$ cat src/rtl/nrisc_pkg.sv
`default_nettype none
// +-----------------------------------------------------------------------+
// | nrisc_pkg : shared sizes and demux FSM encodings for the NRISC bank   |
// | Rev 1.0                                                               |
// +-----------------------------------------------------------------------+
package nrisc_pkg;

  localparam int NRISC_NREG  = 16;
  localparam int NRISC_SEL_W = 4;

  typedef enum logic [0:0] {
    DMX_IDLE  = 1'b0,
    DMX_CLEAR = 1'b1
  } dmx_state_e;

endpackage : nrisc_pkg
`default_nettype wire

$ cat src/rtl/nrisc_dec4to16.sv
`default_nettype none
// +-----------------------------------------------------------------------+
// | nrisc_dec4to16 : 4-bit select plus enable to 16-way one-hot enables   |
// | Rev 1.0                                                               |
// +-----------------------------------------------------------------------+
module nrisc_dec4to16
  import nrisc_pkg::*;
(
  input  logic [NRISC_SEL_W-1:0] i_sel,
  input  logic                   i_en,
  output logic [NRISC_NREG-1:0]  o_onehot
);

  always_comb begin
    o_onehot = '0;
    if (i_en) begin
      o_onehot[i_sel] = 1'b1;
    end
  end

endmodule : nrisc_dec4to16
`default_nettype wire

$ cat src/rtl/nrisc_demux_regbank.sv
`default_nettype none
// +-----------------------------------------------------------------------+
// | nrisc_demux_regbank : 1-to-16 write demux into a 16-entry reg bank    |
// | with valid/ready writes and a one-register-per-cycle bulk clear.      |
// | Rev 1.0                                                               |
// +-----------------------------------------------------------------------+
module nrisc_demux_regbank
  import nrisc_pkg::*;
#(
  parameter int TAM     = 16,
  parameter int ZERO_R0 = 0
) (
  input  logic                       DEMUX_clk,
  input  logic                       DEMUX_rst_n,
  input  logic [TAM-1:0]             DEMUX_in,
  input  logic [NRISC_SEL_W-1:0]     DEMUX_sel,
  input  logic                       DEMUX_valid,
  output logic                       DEMUX_ready,
  input  logic                       DEMUX_clr,
  output logic                       DEMUX_busy,
  output logic [7:0]                 DEMUX_wcount,
  output logic [NRISC_NREG*TAM-1:0]  DEMUX_Out
);

  dmx_state_e               r_state;
  dmx_state_e               w_state_nxt;
  logic [NRISC_SEL_W-1:0]   r_clr_cnt;
  logic [7:0]               r_wcount;
  logic [TAM-1:0]           r_regs [NRISC_NREG];

  logic                     w_ready;
  logic                     w_clearing;
  logic                     w_wr_fire;
  logic [NRISC_SEL_W-1:0]   w_dec_sel;
  logic                     w_dec_en;
  logic [NRISC_NREG-1:0]    w_we;
  logic [TAM-1:0]           w_wdata;

  always_comb begin
    w_state_nxt = r_state;
    w_ready     = 1'b0;
    case (r_state)
      DMX_IDLE: begin
        w_ready = ~DEMUX_clr;
        if (DEMUX_clr) begin
          w_state_nxt = DMX_CLEAR;
        end
      end
      DMX_CLEAR: begin
        if (r_clr_cnt == NRISC_SEL_W'(NRISC_NREG - 1)) begin
          w_state_nxt = DMX_IDLE;
        end
      end
      default: w_state_nxt = DMX_IDLE;
    endcase
  end

  assign w_clearing = (r_state == DMX_CLEAR);
  assign w_wr_fire  = DEMUX_valid & w_ready;

  // One decoder serves both paths: the clear counter steers it while clearing.
  assign w_dec_sel = w_clearing ? r_clr_cnt : DEMUX_sel;
  assign w_dec_en  = w_clearing | w_wr_fire;
  assign w_wdata   = w_clearing ? '0 : DEMUX_in;

  nrisc_dec4to16 u_dec (
    .i_sel    (w_dec_sel),
    .i_en     (w_dec_en),
    .o_onehot (w_we)
  );

  always_ff @(posedge DEMUX_clk) begin
    if (!DEMUX_rst_n) begin
      r_state   <= DMX_IDLE;
      r_clr_cnt <= '0;
      r_wcount  <= '0;
    end else begin
      r_state   <= w_state_nxt;
      r_clr_cnt <= w_clearing ? r_clr_cnt + 1'b1 : '0;
      if (w_wr_fire) begin
        r_wcount <= r_wcount + 8'd1;
      end
    end
  end

  for (genvar gi = 0; gi < NRISC_NREG; gi++) begin : g_reg
    localparam bit c_hard_zero = (ZERO_R0 != 0) && (gi == 0);

    always_ff @(posedge DEMUX_clk) begin
      if (!DEMUX_rst_n) begin
        r_regs[gi] <= '0;
      end else if (w_we[gi]) begin
        r_regs[gi] <= c_hard_zero ? '0 : w_wdata;
      end
    end

    assign DEMUX_Out[gi*TAM +: TAM] = r_regs[gi];
  end

  assign DEMUX_ready  = w_ready;
  assign DEMUX_busy   = w_clearing;
  assign DEMUX_wcount = r_wcount;

endmodule : nrisc_demux_regbank
`default_nettype wire

$ cat config.mk
export PLATFORM = sky130hd
export DESIGN_NAME = nrisc_demux_regbank
export DESIGN_NICKNAME = d
export VERILOG_FILES = /design/src/rtl/nrisc_pkg.sv /design/src/rtl/nrisc_dec4to16.sv /design/src/rtl/nrisc_demux_regbank.sv
export SDC_FILE = /design/constraint.sdc
export NUM_CORES = 1
export LEC_CHECK = 0
export CAP_MARGIN = 20
export CORE_ASPECT_RATIO = 0.9
export CORE_MARGIN = 2
export CORE_UTILIZATION = 48
export CTS_CLUSTER_SIZE = 28
export DETAILED_ROUTE_END_ITERATION = 10
export PLACE_DENSITY = 0.86
export SLEW_MARGIN = 0
export SYNTH_ARGS = -nofsm -noshare
export SYNTH_HDL_FRONTEND = slang
export SYNTH_SLANG_ARGS = --single-unit
$ cat constraint.sdc
create_clock -name DEMUX_clk -period 3.6 [get_ports DEMUX_clk]
set_input_delay 0.36 -clock DEMUX_clk [delete_from_list [all_inputs] [get_ports DEMUX_clk]]
set_output_delay 0.36 -clock DEMUX_clk [all_outputs]
set_load 0.1 [all_outputs]
======== After elaboration in Yosys (flattened, before gate mapping) ========
Memory sizes are Yosys's and may differ from the RTL's.
Index checks and enable logic that the tools add are counted.
storage, ports and cells
  flip-flop bits (word level) ............. 13
  RAM bits ................................ 256
  bits of input ports ..................... 24
  output and inout port bits .............. 266
  word-level logic and storage cells ...... 105
  memories kept ........................... 1
cells by class
  add/sub/neg operators ................... 2
  $lt $le $gt $ge ......................... 2
  eq/ne operators ......................... 1
  mux-type cells .......................... 74
  bitwise gates (word level) .............. 20
  reductions and logical operators ........ 2
memories
  name    depth  bits a word  rd ports  clocked after Yosys merged registers in  wr ports  line                       RTL
  r_regs  16     16           16        0                                        16        nrisc_demux_regbank.sv:29  logic [TAM-1:0] r_regs [NRISC_NREG];
operators by type and width
  kind                 number
  $mux 16              18
  $mux 1               53
  $or 1x1->1           17
  $add 8x1->8 const B  1
  $lt 4x5->1 const B   1
  $add 4x1->4 const B  1
  $demux 1 s4          1
  $eq 4x4->1 const B   1
  $ge 4x1->1 const B   1
  $mux 4               1
  $not 1->1            2
  $pmux 1 s2           1
  $reduce_and 2->1     1
  $and 1x1->1          1
  $logic_and 1x1->1    1

======== Depth between registers and ports, before layout ========
Gate-level depths: netlist of the first run.
  depth after elaboration ................. 10
  mapped depth ............................ 6
  depth with buffers taken out ............ 4

======== Cells and area by module ========
From an unflattened synthesis of the first run, not the netlist that was laid out.
unflattened totals
  cell total of the unflattened synthesis .. 700
  area total of the unflattened synthesis .. 9854.5 µm²
by module, submodules not included
  module               times used  cells each  area an instance (µm²)  seq. area each (µm²)
  nrisc_demux_regbank  1           677         9736.8                  7947.6
  nrisc_dec4to16       1           23          117.6                   0.0

======== Least setup slack after synthesis of the first run ========
OpenSTA, ideal clock, no wires.
  path kind ............................... flip-flop to flip-flop
  start point ............................. reg r_state (netlist: DEMUX_busy)
  end point ............................... mem r_regs[2][0] (netlist: r_regs[0][32]), enable pin
  setup time .............................. 0.411 ns
  arrival ................................. 3.106 ns
  data required time ...................... 3.189 ns
  path slack .............................. 0.083 ns
  stages on the path, launching flop included .. 7
  buffers on the path ..................... 3
  clock period less this slack ............ 3.517 ns
  cell sequence ........................... dfxtp_1 buf_6 mux2i_1 o21ai_2 buf_4 buf_4 o21ai_0
RTL lines
  item                    line                       RTL
  from (decl)             nrisc_demux_regbank.sv:25  dmx_state_e r_state;
  from (signal assigned)  nrisc_demux_regbank.sv:78  r_state <= w_state_nxt;
  to (decl)               nrisc_demux_regbank.sv:29

==> impl_results.md, run 1 <==
* Status: finished clean
* Total iterations of the first detailed-routing run at 5
* Fill cells at around 1500
* EDFF count, synth at between 200 and 300
* Skew-Pair Late Insertion Delay at around 0.53 ns
* Clk sinks at between 200 and 300
* Relative slew slack at about a quarter
* Final period util at between 70% and 80%
* Startpoint Class: flip-flop
* Leak at about 4.8 nW
* Clock slew at reported path FFs at around 0.070 ns
* Total track usage at 27.32%
* Final min period at about 2.9 ns
* Proportion of netlist area held by the largest area contributor at between 70 and 80%
* H-tree depth at 1
* Synth area leader: edfxtp_1
* P per Cell Area at roughly 550 mW/mm2
* Synth cell types at 36
* Clock Skews at 0.02022 ns
* I/O pins at 290
* Fmax at 0.3491 GHz
* Synth area leaders: edfxtp_1, nor3_1, dfxtp_1
* Routed length per instance at 24.71 um
* Via/cell ratio at about 5.7
* Total Routed Length at 32150 um
* Data required, critical path at around 3.8 ns
* Least-Margin Pin Slew at 1.116 ns
* Post-Syn Area at 0.01040 mm2
* Setup Buffers After CTS at 0
* Post-synthesis register bit count at 269
* Vert. Die Dim at between 100 and 150 um
* Ratio of cells with drive above 1 in the final layout at 10.30%
* Combined flip-flop and latch cell area at approximately 0.008 mm2
* Ant diodes at 0
* # setup viols final at 0
* Synth Area per Inst at about 14 um2
* Max Cap Viol at 0
* Multi-input gate area at slightly above 0.002 mm2
* FFs w/ async S/R, synth at 0%
* Peak supply drop at a little under 0.3 mV
* Hold buffer count at cts at 0
* Endpoint type of the worst setup path: flip-flop
* Final GP Congestion at just under 0.8
* Design area at between 0.01 and 0.015 mm2
* CP Class: flip-flop to flip-flop
* Hold WS at roughly 0.51 ns
* CTS tree: built
* Arr. time, crit path at just over 3 ns
* Core area at roughly 0.021 mm2
* Antenna Nets Post-Route at 0
* Vias in the first global route at ~7300
* Hold Crit Class: flip-flop to flip-flop
* Final hold vios at 0
* Placed insts at 1256
* Sequential cell area fraction in the yosys report at roughly 76%
* First-pass GRT wire length at about 46000 um
* # resized after CTS at 0
* Post-Syn Nets at roughly 750
* Port buffer count at 289
* Most common cell in the netlist: nor3_1
* Congestion Overflow GR at 0
* Root buf cell: clkbuf_16
* Non-Filler Instances at around 1300
* Std-Cell Rows at around 50
* Post-layout net count at ~1000
* RSZ-0062 raised after global routing: false
* Placed cell area at 0.01362 mm2
* Ys Warns at 0
* Initial antenna violation count at 0
* Max-slew violations at 0
* CP max FO at 38
* Clk buf depth at 3
* Die area at roughly 0.023 mm2
* Synth top cells by count: nor3_1, edfxtp_1, clkbuf_1, buf_2, nand2b_1
* Hpwl dp at roughly 20000 um
* Final core utilization at slightly below 70%
* Num CTS Buffers at 26
* Post-synth top flop: edfxtp_1
* Post-Syn Instances at between 700 and 800
* Horiz. Die Dim at around 160 um
* Total Neg Setup Slack at 0 ns
* DRC errors left at 0
* Largest net degree at the start of global routing at 40
* Syn-to-layout area delta at 39.15%
* Starting Density at roughly 49%
* DR iter-0 viols at around 700
* Via count at approximately 7400
[cells by family after synthesis]
group	share of synthesized area, %
compound gates	1.901
flops	76.42
fa+ha+maj	0.2406
mux	0.3970
simple gates	16.28
xor+xnor	0.3369
buf+inv	4.427
[stage by stage]
stage | setup slack [ns] | power, W
after floorplan | 0.08287 | 0.004862
after global placement | 0.8657 | 0.005280
after detailed placement | 0.7736 | 0.005298
after CTS | 0.7609 | 0.008004
after global routing | 0.5164 | 0.008155
final | 0.7358 | 0.007982
[placed cells by master (no fill, tap or decap), types with 4 or more instances in the layout]
master             n
clkdlybuf4s50_1  287
nor3_1           258
edfxtp_1         256
buf_4             48
clkbuf_16         27
nand2b_1          18
o21ai_1           16
dfxtp_1           13
nor2_1            11
o21ai_4            8
clkinv_2           6
a21oi_1            4
clkinv_1           4
[critical path, stage by stage (launching register included)]
cell	delay (ns)
dfxtp_1	0.74
buf_4	0.33
mux2i_1	0.46
o21ai_4	0.39
o21ai_1	0.32
buf_4	0.28
[where the power goes]
group          switching (W)  total, W  internal, W  leakage, nW
clock                0.00115   0.00274      0.00159        0.415
combinational        0.00134   0.00164     0.000299         1.65
sequential         0.0000525   0.00360      0.00355         2.75
total                0.00254   0.00798      0.00544         4.82
[flip-flops by register name (all words and copies together), names as in the netlist]
name          flops
DEMUX_busy        1
DEMUX_wcount      8
r_clr_cnt         4
r_regs          256
[area by class of cell]
cell class | count | area share (%)
clock buffers | 30 | 4.816
clock inverters | 15 | 1.038
inverters | 2 | 0.05188
multi-input cells | 358 | 14.18
flip-flops and latches | 269 | 54.92
well taps | 291 | 2.516
repair buffers | 336 | 22.48
[layer usage]
| metal | vias up | GRT usage, % | share of wire, % |
|---|---|---|---|
| li1 | 3263 | - | - |
| met1 | 3609 | 33.08 | 36 |
| met2 | 421 | 47.64 | 51 |
| met3 | 95 | 6.696 | 9.3 |
| met4 | 0 | 10.91 | 3.9 |
| met5 | - | 0 | 0 |
[path summary, 6_finish.rpt]
kind | start | to | slack [ns] | cells after the start
max | DEMUX_busy | r_regs[0][1] | 0.74 | 5
min | r_clr_cnt[0] | r_clr_cnt[0] | 0.51 | 1
max reg2reg | DEMUX_busy | r_regs[0][1] | 0.74 | 5
min reg2reg | r_clr_cnt[0] | r_clr_cnt[0] | 0.51 | 1
Note: power is estimated with default switching activity, not from simulation.
==> inputs of run 2 (changes only) <==
--- a/config.mk
+++ b/config.mk
@@ -8,10 +8,10 @@
 export CAP_MARGIN = 20
 export CORE_ASPECT_RATIO = 0.9
 export CORE_MARGIN = 2
-export CORE_UTILIZATION = 48
+export CORE_UTILIZATION = 43
 export CTS_CLUSTER_SIZE = 28
 export DETAILED_ROUTE_END_ITERATION = 10
-export PLACE_DENSITY = 0.86
+export PLACE_DENSITY = 0.82
 export SLEW_MARGIN = 0
 export SYNTH_ARGS = -nofsm -noshare
 export SYNTH_HDL_FRONTEND = slang
==> constraint.sdc (replaced) <==
create_clock -name DEMUX_clk -period 2.6 [get_ports DEMUX_clk]
set_input_delay 0.26 -clock DEMUX_clk [delete_from_list [all_inputs] [get_ports DEMUX_clk]]
set_output_delay 0.26 -clock DEMUX_clk [all_outputs]
set_load 0.1 [all_outputs]
==> run 2 against run 1 <==
Effect of this change:
- sequential share of layout area grew 2.1 points
- sequential cell count is the same
- final area shrank 3.7%
- routed wire length shrank 4.7%
- largest cell class unchanged
- largest power group unchanged
==> impl_results.md, run 2 (same netlist as run 1, synthesis figures left out) <==
* Status: finished clean (unchanged)
* Placed insts at 1273 (was 1256)
* Endpoint type of the worst setup path: flip-flop (unchanged)
* Hpwl dp at 19910 um (was 19820 um)
* Total Routed Length at 30620 um (was 32150 um)
* Non-Filler Instances at 1324 (was 1301)
* Total iterations of the first detailed-routing run at 5 (unchanged)
* Peak supply drop at 0.6373 mV (was 0.2944 mV)
* Max-slew violations at 0 (unchanged)
* H-tree depth at 1 (unchanged)
* DRC errors left at 0 (unchanged)
* Leak at 5.222 nW (was 4.818 nW)
* Clk sinks at 269 (unchanged)
* Startpoint Class: flip-flop (unchanged)
* P per Cell Area at 783.4 mW/mm2 (was 551.6 mW/mm2)
* Commonest non-fill, non-tap cells in the layout: buf_4, nor3_1, edfxtp_1, clkbuf_16, clkdlybuf4s50_1 (was clkdlybuf4s50_1, nor3_1, edfxtp_1, buf_4, clkbuf_16)
* Core area at 0.02354 mm2 (was 0.02144 mm2)
* CTS tree: built (unchanged)
* Final hold vios at 0 (unchanged)
* Hold buffer count at cts at 0 (unchanged)
* Clk buf depth at 3 (unchanged)
* Slowest CP cell: o21ai_2 (was dfxtp_1)
* Post-layout net count at 1027 (was 1019)
* Ratio of cells with drive above 1 in the final layout at 37.87% (was 10.30%)
* CP delay by family, top: compound AO/OA/AOI/OAI gates (was flip-flops)
* # resized after CTS at 0 (unchanged)
* Largest net degree at the start of global routing at 65 (was 40)
* Arr. time, crit path at 2.54 ns (was 3.08 ns)
* Max reg flops at 256 (unchanged)
* Fmax at 0.4203 GHz (was 0.3491 GHz)
* Final core utilization at 59.21% (was 67.50%)
* Worst path bufs/invs at 0 (was 2)
* Total track usage at 23.32% (was 27.32%)
* CP Class: flip-flop to flip-flop (unchanged)
* Vert. Die Dim at 151.5 um (was 143.6 um)
* Ant diodes at 0 (unchanged)
* Antenna Nets Post-Route at 0 (unchanged)
* Max Cap Viol at 0 (unchanged)
* Skew-Pair Late Insertion Delay at 0.54 ns (was 0.53 ns)
* Horiz. Die Dim at 167.9 um (was 159.2 um)
* Port buffer count at 289 (unchanged)
* CP peak stage delay at 0.74 ns (about the same)
* Hold WS at 0.4877 ns (was 0.5067 ns)
* # setup viols final at 0 (unchanged)
* RSZ-0062 raised after global routing: false (unchanged)
* Starting Density at 44.18% (was 48.51%)
* Most common cell after layout, fill and taps aside: buf_4 (was clkdlybuf4s50_1)
* First-pass GRT wire length at 43970 um (was 46240 um)
* Syn-to-layout area delta at 34.03% (was 39.15%)
* Congestion Overflow GR at 0 (unchanged)
* DR iter-0 viols at 634 (was 717)
* Num CTS Buffers at 28 (was 26)
* Relative slew slack at 38.07% (was 25.37%)
* Setup Buffers After CTS at 0 (unchanged)
* Via count at 7355 (was 7388)
* Initial antenna violation count at 0 (unchanged)
* Final min period at 2.379 ns (was 2.864 ns)
* Final period util at 91.51% (was 79.56%)
* Reg with most FFs: r_regs (unchanged)
* Clock Skews at 0.01654 ns (was 0.02022 ns)
* Hold Crit Class: flip-flop to flip-flop (unchanged)
* Total Neg Setup Slack at 0 ns (unchanged)
* Vias in the first global route at 7108 (was 7289)
* Die area at 0.02545 mm2 (was 0.02286 mm2)
* Std-Cell Rows at 53 (was 51)
* Data required, critical path at 2.76 ns (was 3.81 ns)
* I/O pins at 290 (unchanged)
* Routed length per instance at 23.13 um (was 24.71 um)
* Worst slack at placement at 0.1618 ns (was 0.7736 ns)
* Critical-path cell list: mux2i_1 > o21ai_4 > o21ai_2 (was buf_4 > mux2i_1 > o21ai_4 > o21ai_1 > buf_4)
* Least-Margin Pin Slew at 0.9290 ns (was 1.116 ns)
* Root buf cell: clkbuf_16 (unchanged)
* CP max FO at 21 (was 38)
* Final WS setup at 0.2208 ns (was 0.7358 ns)
* Via/cell ratio at 5.555 (was 5.679)
* Clock slew at reported path FFs at 0.06 ns (was 0.07 ns)
* Final GP Congestion at 0.7827 (was 0.7933)
run 2: cell count changes in the layout (fill, tap and decap cells not counted), moves of 3 or more:
cell,previous run,this run
clkinv_4,0,3
buf_4,48,316
o21ai_1,16,5
clkbuf_1,2,9
clkdlybuf4s50_1,287,23
o21ai_2,0,11
run 2: power by group:
| part | leakage, nW | switching, W | internal, W |
|---|---|---|---|
| combinational | 2.05 | 0.00184 | 0.000366 |
| sequential | 2.75 | 0.0000764 | 0.00492 |
| clock | 0.420 | 0.00162 | 0.00209 |
run 2: layout make-up:
type / instances / area (um2)
Sequential cell: 269 / 7949
Timing Repair Buffer: 342 / 2663
Clock buffer: 37 / 734.5
Fill cell: 1822 / 9602
Tap cell: 302 / 377.9
Inverter: 2 / 7.507
Clock inverter: 14 / 115.1
Multi-Input combinational cell: 358 / 2093
run 2: path summary, 6_finish.rpt:
path	from	end	slack (ns)	cells after the start
hold / removal	DEMUX_wcount[7]	DEMUX_wcount[7]	0.49	2
setup reg to reg	DEMUX_busy	r_regs[1][39]	0.22	3
hold reg to reg	DEMUX_wcount[7]	DEMUX_wcount[7]	0.49	2
setup / recovery	DEMUX_busy	r_regs[1][39]	0.22	3
run 2: metal layers:
| metal | vias up | track usage, % | wire length (um) |
|---|---|---|---|
| met4 | 0 | 8.696 | 1125 |
| met5 | - | 0 | 0 |
| met3 | 76 | 6.286 | 3144 |
| met2 | 425 | 39.46 | 15020 |
| li1 | 3287 | - | - |
| met1 | 3567 | 29.10 | 11340 |
run 2: through the flow:
stage / power, W / area, um2
2_1_floorplan: 0.006734 / 10420
3_3_place_gp: 0.007281 / 13090
3_5_place_dp: 0.007299 / 13090
4_1_cts: 0.01098 / 13940
5_1_grt: 0.01120 / 13940
6_report: 0.01092 / 13940
run 2: worst register-to-register path: cells and delay by family, from the launching register on:
family | cells | cell delay, ns
DFF | 1 | 0.58
muxes | 1 | 0.52
AOI/OAI and AO/OA | 2 | 0.91
